===== config.mk =====
export PLATFORM = sky130hd
export DESIGN_NAME = universal_register
export DESIGN_NICKNAME = d
export VERILOG_FILES = /design/src/rtl/universal_register.sv
export SDC_FILE = /design/constraint.sdc
export NUM_CORES = 1
export LEC_CHECK = 0
export ABC_AREA = 1
export BUFFER_PORTS_ARGS = -buffer_cell sky130_fd_sc_hd__buf_4
export CORE_MARGIN = 1.5
export CORE_UTILIZATION = 35
export DETAILED_ROUTE_END_ITERATION = 10
export GPL_TIMING_DRIVEN = 0
export HOLD_SLACK_MARGIN = 0.12
export PLACE_DENSITY = 0.67
export REMOVE_ABC_BUFFERS = 1
export SYNTH_ARGS = -nofsm -noshare
export SYNTH_HDL_FRONTEND = slang
export SYNTH_SLANG_ARGS = --single-unit

===== constraint.sdc =====
create_clock -name clk -period 2.4 [get_ports clk]
set_input_delay 0.48 -clock clk [delete_from_list [all_inputs] [get_ports clk]]
set_output_delay 0.48 -clock clk [all_outputs]
set_load 0.05 [all_outputs]

===== src/rtl/universal_register.sv =====
// N-bit datapath register with op-code selected load, shift, rotate and up/down count.
// Q and sout are registered on rising clk; zero is decoded combinationally from Q.
module universal_register #(
  parameter int              N       = 4,
  parameter logic [N-1:0]    RST_VAL = '0
) (
  input  logic         clk,
  input  logic         rst,
  input  logic         en,
  input  logic [2:0]   mode,
  input  logic [N-1:0] D,
  input  logic         sin_l,
  input  logic         sin_r,
  output logic [N-1:0] Q,
  output logic         sout,
  output logic         zero
);

  localparam logic [N-1:0] ZERO_V = {N{1'b0}};
  localparam logic [N-1:0] ONES_V = {N{1'b1}};
  localparam logic [N-1:0] ONE_V  = {{(N-1){1'b0}}, 1'b1};

  localparam logic [2:0] OP_HOLD = 3'b000;
  localparam logic [2:0] OP_LOAD = 3'b001;
  localparam logic [2:0] OP_SHL  = 3'b010;
  localparam logic [2:0] OP_SHR  = 3'b011;
  localparam logic [2:0] OP_ROL  = 3'b100;
  localparam logic [2:0] OP_ROR  = 3'b101;
  localparam logic [2:0] OP_INC  = 3'b110;
  localparam logic [2:0] OP_DEC  = 3'b111;

  logic [N-1:0] q_r;
  logic         sout_r;
  logic [N-1:0] q_next_s;
  logic         sout_next_s;

  // Next-state decode for the selected operation; carry/borrow never reaches Q.
  always_comb begin
    q_next_s    = q_r;
    sout_next_s = 1'b0;
    case (mode)
      OP_HOLD: begin
        q_next_s    = q_r;
        sout_next_s = 1'b0;
      end
      OP_LOAD: begin
        q_next_s    = D;
        sout_next_s = 1'b0;
      end
      OP_SHL: begin
        q_next_s    = {q_r[N-2:0], sin_r};
        sout_next_s = q_r[N-1];
      end
      OP_SHR: begin
        q_next_s    = {sin_l, q_r[N-1:1]};
        sout_next_s = q_r[0];
      end
      OP_ROL: begin
        q_next_s    = {q_r[N-2:0], q_r[N-1]};
        sout_next_s = q_r[N-1];
      end
      OP_ROR: begin
        q_next_s    = {q_r[0], q_r[N-1:1]};
        sout_next_s = q_r[0];
      end
      OP_INC: begin
        q_next_s    = q_r + ONE_V;
        sout_next_s = (q_r == ONES_V);
      end
      OP_DEC: begin
        q_next_s    = q_r - ONE_V;
        sout_next_s = (q_r == ZERO_V);
      end
      default: begin
        q_next_s    = q_r;
        sout_next_s = 1'b0;
      end
    endcase
  end

  // State register: reset wins over enable; en=0 holds both Q and sout.
  always_ff @(posedge clk) begin
    if (rst) begin
      q_r    <= RST_VAL;
      sout_r <= 1'b0;
    end else if (en) begin
      q_r    <= q_next_s;
      sout_r <= sout_next_s;
    end else begin
      q_r    <= q_r;
      sout_r <= sout_r;
    end
  end

  assign Q    = q_r;
  assign sout = sout_r;
  assign zero = (q_r == ZERO_V);

endmodule

======== After elaboration in Yosys (flattened, before gate mapping) ========
Index checks and enable logic that the tools add are counted.
cells by class
  add/subtract/negate cells ............... 2
  multiply operators ...................... 0
  div/mod/pow operators ................... 0
  magnitude comparators ................... 0
  eq/ne operators ......................... 8
  shift operators ......................... 0
  mux-type cells .......................... 2
  bitwise operators ....................... 1
  reductions and logical operators ........ 6
operators by type and width
  kind                                               count
  case mux 4 bit (7 select lines)                    1
  == test 3 bit (second input constant)              4
  == test 3 x 2 -> 1 bit (second input constant)     2
  OR reduction 2 bit                                 3
  case mux 1 bit (5 select lines)                    1
  adder 4 x 1 -> 4 bit (second input constant)       1
  == test 4 bit (second input constant)              1
  logical NOT 4 bit                                  1
  subtractor 4 x 1 -> 4 bit (second input constant)  1
  == test 3 x 1 -> 1 bit (second input constant)     1
  logical NOT 3 bit                                  1
  AND reduction 2 bit                                1
  inverter 1 bit                                     1
word-level totals
  flip-flop bits (word level) ............. 5
  latch bits .............................. 0
  bits in writable memories ............... 0
  memory bits (read-only) ................. 0
  input bits .............................. 12
  output and inout bits ................... 6
  word-level logic and storage cells ...... 21
  memories kept ........................... 0

======== Logic depth before layout (Yosys ltp) ========
Gate-level depths: netlist (run 1).
  depth in word-level cells ............... 3
  mapped depth ............................ 14
  mapped depth without buffers ............ 13

======== Worst setup path before layout (run 1) ========
No wires, ideal clock.
  path type ............................... register to output
  from .................................... reg q_r[1] (netlist: Q[1])
  to ...................................... out zero
  arrival time ............................ 1.462 ns
  data required time ...................... 1.920 ns
  slack ................................... 0.458 ns
  stages on the path, launching flop included .. 4
  path buffers ............................ 0
  path through ............................ dfxtp_1 inv_1 nand3_1 nor2_1
on the way
  longest elaborated chain between the ends .. 1
ends and longest elaborated chain
  element                 RTL line  text
  from (decl)             32        logic [N-1:0] q_r;
  from (signal assigned)  87        q_r <= q_next_s;
  from (signal assigned)  90        q_r <= q_r;
  logical NOT 4 bit       97        assign zero = (q_r == ZERO_V);
  to (decl)               16        output logic zero
No other way between the ends.

======== Worst setup path in the final report (run 1) ========
Ends and elaborated chain as after synthesis.

==> metrics.md, run 1 <==
| Metric | Value |
|---|---|
| Result of the run | `completed` |
| Capture point of the worst path | `zero` |
| Cell area after synthesis | `548 µm²` |
| Async set or reset register ratio after synthesis | `0%` |
| Wire length after detailed routing | `1450 µm` |
| Count leader, synth | `sky130_fd_sc_hd__nand2_1` |
| Final WS setup | `0.718 ns` |
| Share of total power in the clock network | `31.0%` |
| Worst-case setup slack after placement | `0.608 ns` |
| Setup_tns | `0 ns` |
| Number of global-route vias before repair | `554` |
| Nature of the critical path startpoint | `flop` |
| Vias per inst | `5.11` |
| Number of enable flip-flop cells after synthesis | `0` |
| Starting DRC count in detailed routing | `30` |
| CP Class | `reg2out` |
| Cell Pwr Density | `458 nW/µm²` |
| Req. time, crit path | `1.92 ns` |
| GRT overflow | `0` |
| Share of the clock period used by the worst path after layout | `70.1%` |
| Post-route design area | `704 µm²` |
| Clock Sink Count | `5` |
| Synthesized area per cell | `5.37 µm²` |
| FILL cells | `160` |
| Power Internal | `0.000193 W` |
| Cell count after synthesis | `102` |
| Final weighted congestion in routability-driven placement | `0.843` |
| Reg-to-reg endpoint | `Q[2]` |
| Worst Hold Path Cells | `2` |
| DRC | `0` |
| Starting density of the core | `36.8%` |
| Placement Rows | `14` |
| Master of the slowest instance on the critical path | `sky130_fd_sc_hd__dfxtp_1` |
| Buffers inserted during post-CTS setup optimization | `0` |
| Series of cell instances along the critical path | `inv_1 > nand3_1 > nor2_1 > buf_4` |
| Chip height | `42.6 µm` |
| Clock transition at the registers of the reported paths | `0.05 ns` |
| Minimum clock period | `1.68 ns` |
| Total design power | `0.000323 W` |
| Number of antenna violations at the first check in global routing | `0` |
| Switching Share | `40.2%` |
| Least-Margin Pin Slew | `0.338 ns` |
| Number of library cell types mapped by synthesis | `19` |
| Final net count | `135` |
| Switch Pwr | `0.000130 W` |
| Wire length of the first global-routing pass | `2360 µm` |
| WP data arrival | `1.20 ns` |
| Max Transition Viols Final | `0` |
| Ranking of synthesized cells by instance count | `38 x sky130_fd_sc_hd__nand2_1, 13 x sky130_fd_sc_hd__nor2_1, 11 x sky130_fd_sc_hd__inv_1` |
| Port buffer count | `17` |
| Cell depth of the worst flop-to-flop path | `12` |
| I/O pin count | `18` |
| Post-cts repair resize count | `0` |
| Fraction of layout instances using a drive strength above 1 | `23.1%` |
| Share of power burned in combinational logic | `38.8%` |
| Launch point of the worst reg-to-reg path | `Q[1]` |
| Tot GR Track Use | `17.2%` |
| Routed length per placed instance | `10.6 µm` |
| Number of levels in the clock H-tree | `1` |
| Leading cell types by total area after synthesis | `sky130_fd_sc_hd__nand2_1 26%, sky130_fd_sc_hd__dfxtp_1 18%, sky130_fd_sc_hd__nor2_1 8.9%` |
| Unrepaired setup endpoints after global routing | `false` |
| Area of the die | `1810 µm²` |
| Dominant synthesized flop cell | `sky130_fd_sc_hd__dfxtp_1` |
| Largest area contributor in the synthesized netlist | `sky130_fd_sc_hd__nand2_1` |
| Fraction of post-synthesis cell area in the top cell type by area | `26.0%` |
| Peak VDD IR | `441 µV` |
| Register share of total power | `30.2%` |
| Number of inserted diodes | `0` |
| Max-capacitance violation count | `0` |
| Cts hold-fix bufs | `0` |
| Placeable core area | `1490 µm²` |
| Post-route ant nets | `0` |
| 1st-pass router iterations | `4` |
| Area growth from synthesis to layout | `28.5%` |
| HPWL after DPL | `1130 µm` |
| Part of the Yosys area used for sequential elements | `18.3%` |
| Max-slew headroom at the worst pin | `77.5%` |
| Clk root buf | `sky130_fd_sc_hd__clkbuf_4` |
| Maximum number of pins on one net before global-route repair | `10` |
| Worst Skew | `0.00815 ns` |
| CTS tree | `yes` |
| CP Max Fanout | `6` |
| Final number of hold-violating endpoints | `0` |
| Register bit count reported by yosys | `5` |
| Static leakage power | `0.372 nW` |
| Critical Path Start | `Q[1]` |
| Horizontal extent of the die | `42.6 µm` |
| Element type at the critical path end | `output port` |
| Placed Instance Area | `677 µm²` |
| Flop2flop setup slack | `1.00 ns` |
| Worst-case clock buffer depth | `2` |
| Final Setup Violations | `0` |
| Vias | `700` |
| Clock latency of the later-clocked register in the worst-skew pair | `0.25 ns` |
| Synth warn | `0` |
| Final standard cell utilization of the core | `47.3%` |
| CTS Buf Count | `3` |
| Critical path's largest stage delay | `0.36 ns` |
| Fmax | `595 MHz` |
| Worst min path class | `in2reg` |
-- worst max-delay path, delay by kind of cell, from the launching register on --
kind	cells	cell delay, ns
flip-flops	1	0.36
buffers and inverters	2	0.36
AND/OR/NAND/NOR	2	0.24
-- registers in the layout (all words and copies together) (netlist names) --
register  count
Q             4
sout          1
-- layout by cell type (no fill, tap or decap) --
cell type	Yosys	final
sky130_fd_sc_hd__nand2_1	38	38
sky130_fd_sc_hd__buf_4	1	17
sky130_fd_sc_hd__nor2_1	13	13
sky130_fd_sc_hd__inv_1	11	11
sky130_fd_sc_hd__nand3_1	9	9
sky130_fd_sc_hd__a21oi_1	7	7
sky130_fd_sc_hd__dfxtp_1	5	5
sky130_fd_sc_hd__nand4_1	3	3
sky130_fd_sc_hd__o21ai_2	3	3
sky130_fd_sc_hd__clkbuf_4	0	3
sky130_fd_sc_hd__inv_2	2	2
sky130_fd_sc_hd__o21ai_0	2	2
sky130_fd_sc_hd__nor2_2	1	1
sky130_fd_sc_hd__nand2_2	1	1
sky130_fd_sc_hd__a21o_1	1	1
sky130_fd_sc_hd__a41oi_1	1	1
sky130_fd_sc_hd__o211ai_1	1	1
sky130_fd_sc_hd__nor3_1	1	1
sky130_fd_sc_hd__ha_1	1	1
sky130_fd_sc_hd__clkinv_2	0	1
-- routing by layer --
layer	part of all wire [%]	global-route usage [%]
met5	0	0
met2	46	25.5
met1	44	22.4
met3	8.5	6.03
met4	1.3	6.88
-- metrics by stage --
step / hold WS, ns / std cells
floorplan: 0.549 / 100
global placement: 0.452 / 133
detailed placement: 0.457 / 133
CTS: 0.420 / 137
global route: 0.418 / 137
finish: 0.422 / 137
-- cells by family (layout without fill, tap and decap cells) --
logic type | count (synthesis) | after routing | synth area share (%)
AO/OA/AOI/OAI | 15 | 15 | 17.4
flip-flops | 5 | 5 | 18.3
buffers and inverters | 15 | 34 | 12.3
AND/OR/NAND/NOR | 66 | 66 | 49.8
adder cells (fa/ha/maj) | 1 | 1 | 2.28
-- worst min path at each step --
stage | from | end | slack, ns
floorplan | rst | Q[0] | 0.55
global placement | sout | sout | 0.45
detailed placement | sout | sout | 0.46
CTS | rst | Q[0] | 0.42
global route | rst | Q[3] | 0.42
finish | rst | Q[3] | 0.42
-- final cells by class --
| cell class | instances | area, µm² | share of cell area, % |
|---|---|---|---|
| multi-input combinational | 82 | 380 | 54.0 |
| timing repair buffer | 17 | 128 | 18.1 |
| sequential | 5 | 100 | 14.2 |
| inverter | 13 | 48.8 | 6.93 |
| clock buffer | 3 | 22.5 | 3.20 |
| tap | 16 | 20.0 | 2.84 |
| clock inverter | 1 | 5.00 | 0.710 |
-- power groups by stage --
stage | registers, W | clock network (W) | logic (W)
final | 0.0000976 | 0.000100 | 0.000125
after floorplan | 0.000115 | 0 | 0.0000633
after detailed placement | 0.0000990 | 0 | 0.000124
after global placement | 0.0000994 | 0 | 0.000123
after CTS | 0.0000974 | 0.000102 | 0.000125
after global routing | 0.0000987 | 0.000109 | 0.000137
Note: power is estimated with default switching activity, not from simulation.
==> run 2: changes to the inputs <==
--- a/config.mk
+++ b/config.mk
@@ -12,7 +12,7 @@
 export DETAILED_ROUTE_END_ITERATION = 10
 export GPL_TIMING_DRIVEN = 0
 export HOLD_SLACK_MARGIN = 0.12
-export PLACE_DENSITY = 0.67
+export PLACE_DENSITY = 0.69
 export REMOVE_ABC_BUFFERS = 1
 export SYNTH_ARGS = -nofsm -noshare
 export SYNTH_HDL_FRONTEND = slang
==> constraint.sdc (replaced) <==
create_clock -name clk -period 1.45 [get_ports clk]
set_input_delay 0.29 -clock clk [delete_from_list [all_inputs] [get_ports clk]]
set_output_delay 0.29 -clock clk [all_outputs]
set_load 0.05 [all_outputs]
==> metrics.md, run 2 (same netlist as run 1, synthesis figures left out) <==
| Metric | Value |
|---|---|
| Clock transition at the registers of the reported paths | `0.05 ns` |
| Horizontal extent of the die | `42.6 µm` |
| Req. time, crit path | `1.16 ns` |
| FILL cells | `148` |
| CTS tree | `yes` |
| Most common library cell in the layout ignoring fill and taps | `sky130_fd_sc_hd__nand2_1` |
| Finished Layout Cells | `140` |
| Nature of the critical path startpoint | `flop` |
| Post-route ant nets | `0` |
| Max-slew headroom at the worst pin | `78.6%` |
| Worst-case clock buffer depth | `2` |
| I/O pin count | `18` |
| Starting DRC count in detailed routing | `21` |
| Leading cell types in the layout, fill and taps excluded | `36 x sky130_fd_sc_hd__nand2_1, 19 x sky130_fd_sc_hd__buf_4, 12 x sky130_fd_sc_hd__nor2_1` |
| Max Transition Viols Final | `0` |
| WP data arrival | `1.12 ns` |
| Share of the clock period used by the worst path after layout | `97.1%` |
| 1st-pass router iterations | `6` |
| Worst Skew | `0.00496 ns` |
| Tot GR Track Use | `17.0%` |
| Clock Sink Count | `5` |
| Maximum number of pins on one net before global-route repair | `10` |
| Master of the slowest instance on the critical path | `sky130_fd_sc_hd__dfxtp_2` |
| Least-Margin Pin Slew | `0.321 ns` |
| Starting density of the core | `36.8%` |
| Number of flip-flops under the largest register name | `4` |
| Element type at the critical path end | `output port` |
| Register share of total power | `29.4%` |
| Minimum clock period | `1.41 ns` |
| Area of the die | `1810 µm²` |
| Placed Instance Area | `677 µm²` |
| Fmax | `710 MHz` |
| Switching Share | `39.0%` |
| HPWL after DPL | `1090 µm` |
| CP Max Fanout | `8` |
| Number of global-route vias before repair | `576` |
| Series of cell instances along the critical path | `inv_1 > nand3_2 > nor2_2 > buf_6` |
| Number of inserted diodes | `0` |
| Chip height | `42.6 µm` |
| Worst min path class | `in2reg` |
| DRC | `0` |
| GRT overflow | `0` |
| Power Internal | `0.000342 W` |
| Critical path's largest stage delay | `0.36 ns` |
| Routed length per placed instance | `10.9 µm` |
| Cts hold-fix bufs | `0` |
| Max-capacitance violation count | `0` |
| Final Setup Violations | `0` |
| Switch Pwr | `0.000219 W` |
| Placement Rows | `14` |
| CTS Buf Count | `3` |
| Setup_tns | `0 ns` |
| Wire length after detailed routing | `1520 µm` |
| Cell Pwr Density | `731 nW/µm²` |
| Placeable core area | `1490 µm²` |
| Number of antenna violations at the first check in global routing | `0` |
| Clock latency of the later-clocked register in the worst-skew pair | `0.24 ns` |
| Clk root buf | `sky130_fd_sc_hd__clkbuf_4` |
| CP Class | `reg2out` |
| Fraction of layout instances using a drive strength above 1 | `33.1%` |
| Number of levels in the clock H-tree | `1` |
| Final net count | `138` |
| Post-route design area | `767 µm²` |
| Share of power burned in combinational logic | `41.6%` |
| Total design power | `0.000561 W` |
| Area growth from synthesis to layout | `40.0%` |
| Static leakage power | `0.396 nW` |
| Final weighted congestion in routability-driven placement | `0.814` |
| Final number of hold-violating endpoints | `0` |
| Result of the run | `completed` |
| Number of placed instances with taps included | `133` |
| Peak VDD IR | `513 µV` |
| Vias per inst | `5.06` |
| Wire length of the first global-routing pass | `2400 µm` |
| Vias | `708` |
| Share of total power in the clock network | `29.0%` |
| Port buffer count | `17` |
-- run 2: cell count changes in the layout (fill, tap and decap cells not counted), moves of 2 or more --
cell,delta
sky130_fd_sc_hd__buf_4,+2
sky130_fd_sc_hd__dfxtp_1,-3
sky130_fd_sc_hd__dfxtp_2,+2
sky130_fd_sc_hd__inv_1,-2
sky130_fd_sc_hd__nand2_1,-2
-- run 2: repair_timing --
action | CTS | global route
setup endpoints to repair | 1 | 2
gates resized for setup | 2 | 14
pin swaps | 0 | 2
setup buffers | 0 | 3
cloned | 0 | 0
hold endpoints to repair | 0 | 0
-- run 2: path summary, 6_finish.rpt --
| kind | start | end | slack, ns | cells past startpoint |
|---|---|---|---|---|
| max | Q[0] | zero | 0.04 | 4 |
| min reg2reg | sout | sout | 0.48 | 2 |
| max reg2reg | Q[1] | Q[2] | 0.16 | 12 |
| min | rst | Q[2] | 0.23 | 2 |
-- run 2: layout make-up --
cell class / instances / area, µm² / area share [%]
Sequential cell: 5 / 106 / 13.9
Multi-Input combinational cell: 82 / 409 / 53.3
Clock buffer: 4 / 26.3 / 3.43
Timing Repair Buffer: 20 / 154 / 20.1
Inverter: 13 / 51.3 / 6.69
Tap cell: 16 / 20.0 / 2.61
-- run 2: critical path: cells and delay by family (launching register included) --
family	cells	cell delay, ns
buffers and inverters	2	0.27
AND/OR/NAND/NOR	2	0.24
flip-flops	1	0.36
-- run 2: layer usage --
| metal | wire length, µm | vias up | track usage, % |
|---|---|---|---|
| met4 | 10 | 0 | 5.63 |
| met3 | 71 | 2 | 3.88 |
| met2 | 787 | 22 | 27.4 |
| met5 | 0 | - | 0 |
| met1 | 653 | 310 | 22.3 |
| li1 | - | 374 | - |
-- run 2: per-stage QoR --
step           utilization [%]  hold WS (ns)  setup slack (ns)
4_1_cts                   47.6         0.230           0.00372
3_5_place_dp              45.5         0.483            -0.140
6_report                  51.5         0.234            0.0424
3_3_place_gp              45.5         0.453            -0.133
5_1_grt                   51.5         0.226           -0.0186
2_1_floorplan                -         0.359            -0.491
-- run 2: power by group through the flow --
stage | sequential [W] | combinational [W] | clock, W
floorplan | 0.000190 | 0.000105 | 0
global placement | 0.000164 | 0.000203 | 0
detailed placement | 0.000164 | 0.000205 | 0
CTS | 0.000161 | 0.000211 | 0.000171
global route | 0.000166 | 0.000254 | 0.000178
finish | 0.000165 | 0.000234 | 0.000163
==> run 3: changes to the inputs <==
--- a/config.mk
+++ b/config.mk
@@ -12,6 +12,7 @@
 export DETAILED_ROUTE_END_ITERATION = 10
 export GPL_TIMING_DRIVEN = 0
 export HOLD_SLACK_MARGIN = 0.12
+export MAX_ROUTING_LAYER = met4
 export PLACE_DENSITY = 0.69
 export REMOVE_ABC_BUFFERS = 1
 export SYNTH_ARGS = -nofsm -noshare
==> metrics.md, run 3 (same netlist as run 1, synthesis figures left out) <==
| Metric | Value |
|---|---|
| Worst min path class | `in2reg` |
| Power Internal | `0.000342 W` |
| Clock latency of the later-clocked register in the worst-skew pair | `0.25 ns` |
| Final weighted congestion in routability-driven placement | `0.826` |
| Vias per inst | `5.02` |
| Max-capacitance violation count | `0` |
| Number of antenna violations at the first check in global routing | `0` |
| Switching Share | `39.0%` |
| Peak VDD IR | `514 µV` |
| Starting density of the core | `36.8%` |
| Reg-to-reg endpoint | `Q[2]` |
| Vias | `703` |
| Placeable core area | `1490 µm²` |
| Result of the run | `completed` |
| Wire length after detailed routing | `1540 µm` |
| Final Setup Violations | `0` |
| Critical Path Start | `Q[0]` |
| Wire length of the first global-routing pass | `2400 µm` |
| I/O pin count | `18` |
| Least-Margin Pin Slew | `0.335 ns` |
| Area of the die | `1810 µm²` |
| Final number of hold-violating endpoints | `0` |
| Clock Sink Count | `5` |
| Minimum clock period | `1.41 ns` |
| Routing layer with the top usage in global route | `met2` |
| 1st-pass router iterations | `4` |
| Number of levels in the clock H-tree | `1` |
| Max-slew headroom at the worst pin | `77.7%` |
| Finished Layout Cells | `140` |
| Leading cell types in the layout, fill and taps excluded | `36 x sky130_fd_sc_hd__nand2_1, 19 x sky130_fd_sc_hd__buf_4, 12 x sky130_fd_sc_hd__nor2_1` |
| Share of total power in the clock network | `29.0%` |
| Element type at the critical path end | `output port` |
| Share of power burned in combinational logic | `41.6%` |
| Number of inserted diodes | `0` |
| Static leakage power | `0.396 nW` |
| Maximum number of pins on one net before global-route repair | `10` |
| Cell Pwr Density | `732 nW/µm²` |
| DRC | `0` |
| Final net count | `138` |
| Nature of the critical path startpoint | `flop` |
| Worst-case setup slack after placement | `-0.140 ns` |
| GRT overflow | `0` |
| Req. time, crit path | `1.16 ns` |
| Chip height | `42.6 µm` |
| Tot GR Track Use | `17.5%` |
| Clock transition at the registers of the reported paths | `0.04 ns` |
| WP data arrival | `1.12 ns` |
| Port buffer count | `17` |
| Final WS setup | `0.0423 ns` |
| Number of flip-flops under the largest register name | `4` |
| Launch point of the worst reg-to-reg path | `Q[1]` |
| Most common library cell in the layout ignoring fill and taps | `sky130_fd_sc_hd__nand2_1` |
| Post-route ant nets | `0` |
| CP Max Fanout | `8` |
| Worst Skew | `0.00469 ns` |
| Cts hold-fix bufs | `0` |
| Starting DRC count in detailed routing | `21` |
| CTS Buf Count | `3` |
| Register share of total power | `29.4%` |
| HPWL after DPL | `1090 µm` |
| Fraction of layout instances using a drive strength above 1 | `33.1%` |
| Clk root buf | `sky130_fd_sc_hd__clkbuf_4` |
| Capture point of the worst path | `zero` |
| Horizontal extent of the die | `42.6 µm` |
| Fmax | `710 MHz` |
| Area growth from synthesis to layout | `40.0%` |
| Cell depth of the worst flop-to-flop path | `12` |
| Worst-case clock buffer depth | `2` |
| Met3 layer usage reported by global route | `3.88%` |
| Met2 Usage GRT | `27.4%` |
| Number of placed instances with taps included | `133` |
| CTS tree | `yes` |
| Flop2flop setup slack | `0.16 ns` |
| Switch Pwr | `0.000219 W` |
| Routed length per placed instance | `11.0 µm` |
| Placement Rows | `14` |
| Share of the clock period used by the worst path after layout | `97.1%` |
| CP Class | `reg2out` |
| Max Transition Viols Final | `0` |
| Met1 Resource Use GR | `22.3%` |
| FILL cells | `148` |
| Number of global-route vias before repair | `576` |
-- run 3: cell counts in the layout (fill, tap and decap cells not counted) --
No cell type changed its count.
-- run 3: critical path, cell delays in order, from the launching register on --
cell	delay, ns
sky130_fd_sc_hd__dfxtp_2	0.36
sky130_fd_sc_hd__inv_1	0.10
sky130_fd_sc_hd__nand3_2	0.09
sky130_fd_sc_hd__nor2_2	0.15
sky130_fd_sc_hd__buf_6	0.17
-- run 3: worst min-delay path by stage --
| stage | slack (ns) | from | cells after the start | endpoint |
|---|---|---|---|---|
| 2_1_floorplan | 0.36 | rst | 1 | Q[0] |
| 3_3_place_gp | 0.45 | sout | 2 | sout |
| 3_5_place_dp | 0.48 | sout | 2 | sout |
| 4_1_cts | 0.23 | rst | 2 | Q[0] |
| 5_1_grt | 0.23 | rst | 2 | Q[2] |
| 6_report | 0.23 | rst | 2 | Q[2] |
-- run 3: cell type report --
type / instances / area, µm² / area share, %
inverters: 13 / 51.3 / 6.69
well taps: 16 / 20.0 / 2.61
flip-flops and latches: 5 / 106 / 13.9
repair buffers: 20 / 154 / 20.1
multi-input cells: 82 / 409 / 53.3
clock buffers: 4 / 26.3 / 3.43
-- run 3: power groups by stage --
| stage | logic [W] | registers, W | clock network (W) |
|---|---|---|---|
| after global routing | 0.000254 | 0.000166 | 0.000178 |
| after detailed placement | 0.000205 | 0.000164 | 0 |
| after floorplan | 0.000105 | 0.000190 | 0 |
| after global placement | 0.000203 | 0.000164 | 0 |
| after CTS | 0.000211 | 0.000161 | 0.000171 |
| final | 0.000234 | 0.000165 | 0.000163 |
-- run 3: layer usage --
| metal | vias up | routed length [µm] | share of wire [%] |
|---|---|---|---|
| li1 | 374 | - | - |
| met1 | 307 | 674 | 44 |
| met2 | 20 | 781 | 51 |
| met3 | 2 | 69 | 4.5 |
| met4 | 0 | 10 | 0.65 |
| met5 | - | 0 | 0 |
-- run 3: timing repair --
action                                 CTS  global route
setup endpoints to repair                1             2
endpoints found under the hold margin    0             0
pin swaps                                0             2
setup buffers                            0             3
gates resized for setup                  2            14
-- run 3: metrics by stage --
stage	area (µm²)	power, W	setup TNS [ns]	hold slack, ns	util [%]
4_1_cts	709	0.000543	0	0.230	47.6
6_report	767	0.000561	0	0.234	51.5
5_1_grt	767	0.000598	-0.0186	0.226	51.5
2_1_floorplan	529	0.000294	-1.01	0.359	-
3_3_place_gp	677	0.000368	-0.144	0.453	45.5
3_5_place_dp	677	0.000368	-0.145	0.483	45.5
